### src/rtl/alu_op_sequencer_if.sv
// Request, ALU-drive and result bundle between the front end, the sequencer and the ALU.
// The front end (master) drives requests and supplies the combinational ALU result; the sequencer (slave) drives the ALU inputs and status.
interface alu_op_sequencer_if;
  logic       start;
  logic [2:0] op;
  logic [3:0] a;
  logic [3:0] b;
  logic [2:0] alu_key;
  logic [3:0] alu_a;
  logic [3:0] alu_b;
  logic [7:0] alu_out;
  logic [7:0] result;
  logic       busy;
  logic       done;

  modport master (
    output start, op, a, b, alu_out,
    input  alu_key, alu_a, alu_b, result, busy, done
  );

  modport slave (
    input  start, op, a, b, alu_out,
    output alu_key, alu_a, alu_b, result, busy, done
  );
endinterface

### src/rtl/alu_op_sequencer.sv
// Sequences one ALU operation at a time (result after 2 cycles) or a 4x4 shift-add multiply (after 5 cycles).
// start is sampled only in IDLE; requests arriving while busy are dropped, not queued.
module alu_op_sequencer (
  input  logic              clk,
  input  logic              reset,
  alu_op_sequencer_if.slave bus
);

  localparam logic [2:0] OP_MUL  = 3'b001;
  localparam logic [2:0] KEY_ADD = 3'b110;
  localparam logic [2:0] KEY_NOP = 3'b000;

  typedef enum logic [1:0] {
    IDLE = 2'd0,
    EXEC = 2'd1,
    MUL  = 2'd2,
    DONE = 2'd3
  } state_t;

  state_t     state;
  state_t     state_nxt;

  logic [2:0] op_r;
  logic [3:0] a_r;
  logic [3:0] b_r;
  logic [3:0] hi;
  logic [1:0] cnt;
  logic [7:0] result_r;

  logic [2:0] alu_key_c;
  logic [3:0] alu_a_c;
  logic [3:0] alu_b_c;
  logic       busy_c;
  logic       done_c;

  logic       accept;
  logic       mul_last;

  assign accept   = (state == IDLE) && bus.start;
  assign mul_last = (state == MUL) && (cnt == 2'd3);

  // State register
  always_ff @(posedge clk) begin
    if (reset) begin
      state <= IDLE;
    end else begin
      state <= state_nxt;
    end
  end

  // Next-state logic
  always_comb begin
    state_nxt = state;
    case (state)
      IDLE: begin
        if (bus.start) begin
          state_nxt = (bus.op == OP_MUL) ? MUL : EXEC;
        end
      end
      EXEC: state_nxt = DONE;
      MUL: begin
        if (cnt == 2'd3) begin
          state_nxt = DONE;
        end
      end
      DONE:    state_nxt = IDLE;
      default: state_nxt = IDLE;
    endcase
  end

  // Output decode, purely from registered state and operand registers
  always_comb begin
    alu_key_c = KEY_NOP;
    alu_a_c   = 4'h0;
    alu_b_c   = 4'h0;
    busy_c    = (state != IDLE);
    done_c    = (state == DONE);
    case (state)
      EXEC: begin
        alu_key_c = op_r;
        alu_a_c   = a_r;
        alu_b_c   = b_r;
      end
      MUL: begin
        // Add is always issued; a clear multiplier bit simply adds zero.
        alu_key_c = KEY_ADD;
        alu_a_c   = hi;
        alu_b_c   = b_r[0] ? a_r : 4'h0;
      end
      default: begin
        alu_key_c = KEY_NOP;
        alu_a_c   = 4'h0;
        alu_b_c   = 4'h0;
      end
    endcase
  end

  // Operand, partial-product and result registers
  always_ff @(posedge clk) begin
    if (reset) begin
      op_r     <= 3'b000;
      a_r      <= 4'h0;
      b_r      <= 4'h0;
      hi       <= 4'h0;
      cnt      <= 2'd0;
      result_r <= 8'h00;
    end else begin
      if (accept) begin
        op_r <= bus.op;
        a_r  <= bus.a;
        b_r  <= bus.b;
        hi   <= 4'h0;
        cnt  <= 2'd0;
      end

      if (state == EXEC) begin
        result_r <= bus.alu_out;
      end

      if (state == MUL) begin
        // {carry, sum, multiplier} shifts right by one: product accumulates in {hi, b_r}.
        hi  <= bus.alu_out[4:1];
        b_r <= {bus.alu_out[0], b_r[3:1]};
        cnt <= cnt + 2'd1;
      end

      if (mul_last) begin
        result_r <= {bus.alu_out[4:1], bus.alu_out[0], b_r[3:1]};
      end
    end
  end

  assign bus.alu_key = alu_key_c;
  assign bus.alu_a   = alu_a_c;
  assign bus.alu_b   = alu_b_c;
  assign bus.busy    = busy_c;
  assign bus.done    = done_c;
  assign bus.result  = result_r;

endmodule

### src/flat_wrapper.sv
// flat-port wrapper written by rule: the top's interface ports become plain ports
module alu_op_sequencer_flat 
  (clk, reset, bus_start, bus_op, bus_a, bus_b, bus_alu_out, bus_alu_key, bus_alu_a, bus_alu_b, bus_result, bus_busy, bus_done);
  alu_op_sequencer_if bus_i ();
  input  logic clk;
  input  logic reset;
  input wire logic [$bits(bus_i.start)-1:0] bus_start;
  input wire logic [$bits(bus_i.op)-1:0] bus_op;
  input wire logic [$bits(bus_i.a)-1:0] bus_a;
  input wire logic [$bits(bus_i.b)-1:0] bus_b;
  input wire logic [$bits(bus_i.alu_out)-1:0] bus_alu_out;
  output wire logic [$bits(bus_i.alu_key)-1:0] bus_alu_key;
  output wire logic [$bits(bus_i.alu_a)-1:0] bus_alu_a;
  output wire logic [$bits(bus_i.alu_b)-1:0] bus_alu_b;
  output wire logic [$bits(bus_i.result)-1:0] bus_result;
  output wire logic [$bits(bus_i.busy)-1:0] bus_busy;
  output wire logic [$bits(bus_i.done)-1:0] bus_done;
  assign bus_i.start = bus_start;
  assign bus_i.op = bus_op;
  assign bus_i.a = bus_a;
  assign bus_i.b = bus_b;
  assign bus_i.alu_out = bus_alu_out;
  assign bus_alu_key = bus_i.alu_key;
  assign bus_alu_a = bus_i.alu_a;
  assign bus_alu_b = bus_i.alu_b;
  assign bus_result = bus_i.result;
  assign bus_busy = bus_i.busy;
  assign bus_done = bus_i.done;
  alu_op_sequencer u_core (.clk(clk), .reset(reset), .bus(bus_i));
endmodule
### config.mk
export PLATFORM = sky130hd
export DESIGN_NAME = alu_op_sequencer_flat
export DESIGN_NICKNAME = d
export VERILOG_FILES = /design/src/rtl/alu_op_sequencer_if.sv /design/src/rtl/alu_op_sequencer.sv /design/src/flat_wrapper.sv
export SDC_FILE = /design/constraint.sdc
export NUM_CORES = 1
export LEC_CHECK = 0
export CAP_MARGIN = 0
export CORE_AREA = 10 10 79 74
export CTS_CLUSTER_SIZE = 30
export DETAILED_ROUTE_END_ITERATION = 8
export DIE_AREA = 0 0 89 84
export PLACE_DENSITY = 0.68
export SLEW_MARGIN = 15
export SYNTH_ARGS = -nofsm -noshare
export SYNTH_HDL_FRONTEND = slang
export SYNTH_SLANG_ARGS = --single-unit
### constraint.sdc
create_clock -name clk -period 2 [get_ports clk]
set_clock_uncertainty 0.05 [all_clocks]
set_input_delay 0.3 -clock clk [delete_from_list [all_inputs] [get_ports clk]]
set_output_delay 0.3 -clock clk [all_outputs]
set_load 0.005 [all_outputs]
==> flow_summary.toml <==
[yosys]
synth_top_area_frac = 0.382
ys_ff_latch = 27
syn_inst = 167
synth_commonest_cells = "27 x dfxtp_1, 20 x nand2_1, 18 x nor2_1"
synth_warnings = 0
syn_area_um2 = 1420
ys_top_cells_by_area = "dfxtp_1 38%, ha_1 6.2%, nand2_1 5.3%"
seq_area_frac_synth = 0.382
synth_most_common_cell = "dfxtp_1"
syn_avg_cell_area_um2 = 8.48
synth-edff-count = 0
ys.flop_type = "dfxtp_1"
ys_async_sr_fraction = 0
syn-num-nets = 196
synth_area_leader_cell = "dfxtp_1"
yosysUniqueCellTypes = 28

[cells_and_area]
final_nets = 245
n_antenna_cell = 0
drive_gt1_frac = 0.153
final_cell_count_no_fill = 265
synthToLayoutAreaGrowth_pct = 43.3

[sta]
timing.final.crit_share = 0.968
worst_pin_slew_ns = 0.388
setup_violations = 0
max_freq_ghz = 0.516
hold_viol = 0
rsz0062_at_grt = "yes"
relSlewSlack = 0.741
fin_setup_tns_ns = 0
finalMaxSlewViolations = 0
period_needed_ns = 1.94

[worst_setup_path]
cp_max_fo = 7
crit_start = "u_core.state[0]"
critPathCaptureType = "output port"
worstSetupPathType = "reg -> out"
arrival_ns = 1.59
critPathLaunchType = "flip-flop"
r2r-start = "u_core.state[0]"
worstPathRequired_ns = 1.65

[pwr]
power.density_nw_per_um2 = 1250
ir_drop_mv = 0.632
p_leak_nw = 0.823

[hold_path]
hold_class = "reg -> reg"
hold_start = "u_core.cnt[1]"

[route]
vias = 1345
wl_per_cell_um = 15.3
remaining_drc_errors = 0
finalWirelength_mm = 4.05
drtIter0Drc = 81
via_per_inst = 5.08
ant_nets = 0
drtPass1Iterations = 4

[global_routing]
antenna_found_initial = 0
grt_start_max_net_pins = 28
grt_pass1_vias = 1365
grt_use_total = 0.110
grt_pass1_wl_mm = 6.81
gr-total-overflow = 0

[placed_design]
gp_congestion = 0.813
dp_cells = 258
numPortBuffers = 42
dpl.hpwl_mm = 3.05

[cts]
cts_tree = "built"
clock-sinks = 27
cts_buffers = 3
htree_levels = 1
path_clk_slew_ns = 0.10
root_buffer = "clkbuf_8"
ctsLongestPathBuffers = 2
clk_latency_ns = 0.28
hold_buffers = 0

[die]
io_pins = 43
coreArea_um2 = 4290
dieWidth_um = 89
fp.dieArea_um2 = 7480
initial_core_util = 0.330
die_h_um = 84
placementRows = 23

[status]
status = "finished, final reports clean"

[flow_run]
maxCapViolCount = 0
[logic make-up after synthesis]
| group | after synthesis | synth area share |
|---|---|---|
| AO/OA/AOI/OAI | 43 | 0.227 |
| adder cells (fa/ha/maj) | 7 | 0.0618 |
| buffers and inverters | 16 | 0.0618 |
| flip-flops | 27 | 0.382 |
| multiplexers | 6 | 0.0424 |
| AND/OR/NAND/NOR | 68 | 0.225 |
[power by group]
part	internal, mW	leakage, nW	switching [mW]
clock network	0.142	0.0217	0.184
logic	0.708	0.579	0.700
registers	0.691	0.223	0.112
total	1.54	0.823	0.996
[repair_timing]
action                     4_1_cts  5_1_grt
resized for setup               22        3
setup endpoints to repair       11        5
buffers inserted                 3        0
pin swaps                        1        0
[metrics by stage]
stage / power, mW / setup WS (ns) / area, µm² / util / hold WS (ns)
finish: 2.54 / 0.0636 / 2030 / 0.473 / 0.413
global route: 2.74 / -0.0204 / 2030 / 0.473 / 0.450
CTS: 2.55 / -0.145 / 2020 / 0.472 / 0.417
detailed placement: 2.09 / -0.0313 / 1910 / 0.446 / 0.402
global placement: 2.07 / 0.0100 / 1910 / 0.446 / 0.393
floorplan: 1.61 / 0.496 / 1420 / - / 0.382
[state kept, by name (all words and copies together) (netlist names)]
name               count
u_core.op_r            3
u_core.state           2
u_core.cnt             2
u_core.b_r             4
u_core.hi              4
u_core.bus.result      8
u_core.a_r             4
[metal layers]
layer | track usage | part of all wire
met2 | 0.170 | 0.45
met1 | 0.145 | 0.46
met5 | 0 | 0
met3 | 0.0391 | 0.091
met4 | 0.0173 | 0.0037
[cell usage in the layout (no fill, tap or decap), types with 2 or more instances in the layout]
master            n
a211oi_1          2
a211oi_2          4
a21oi_1          14
a22oi_1           8
a311oi_1          7
a32oi_1           3
buf_4            15
clkbuf_8          3
clkdlybuf4s50_1  31
dfxtp_1          25
dfxtp_4           2
dlygate4sd2_1     8
dlymetal6s2s_1    3
ha_1              3
ha_4              3
inv_2             2
mux2i_1           6
nand2_1          20
nand2b_1          2
nand3_1          14
nor2_1           18
nor2b_1          11
[critical path: stages (launching register included)]
cell and delay (ns):
dfxtp_4 0.37, inv_2 0.07, ha_4 0.30, buf_4 0.14, nor2b_1 0.17, dlygate4sd2_1 0.26
[final timing paths]
check | endpoint | slack (ns) | cells after the start
setup reg to reg | u_core.b_r[2] | 0.28 | 6
setup / recovery | bus_alu_a[3] | 0.06 | 5
hold / removal | u_core.cnt[1] | 0.41 | 2
hold reg to reg | u_core.cnt[1] | 0.41 | 2
[area by class of cell]
| cell class | count | area, µm² |
|---|---|---|
| Inverter | 3 | 11.3 |
| Clock inverter | 1 | 7.51 |
| Sequential cell | 27 | 548 |
| Tap cell | 50 | 62.6 |
| Timing Repair Buffer | 57 | 531 |
| Multi-Input combinational cell | 124 | 828 |
| Clock buffer | 3 | 41.3 |
| Fill cell | 421 | 2260 |
Note: power is estimated with default switching activity, not from simulation.
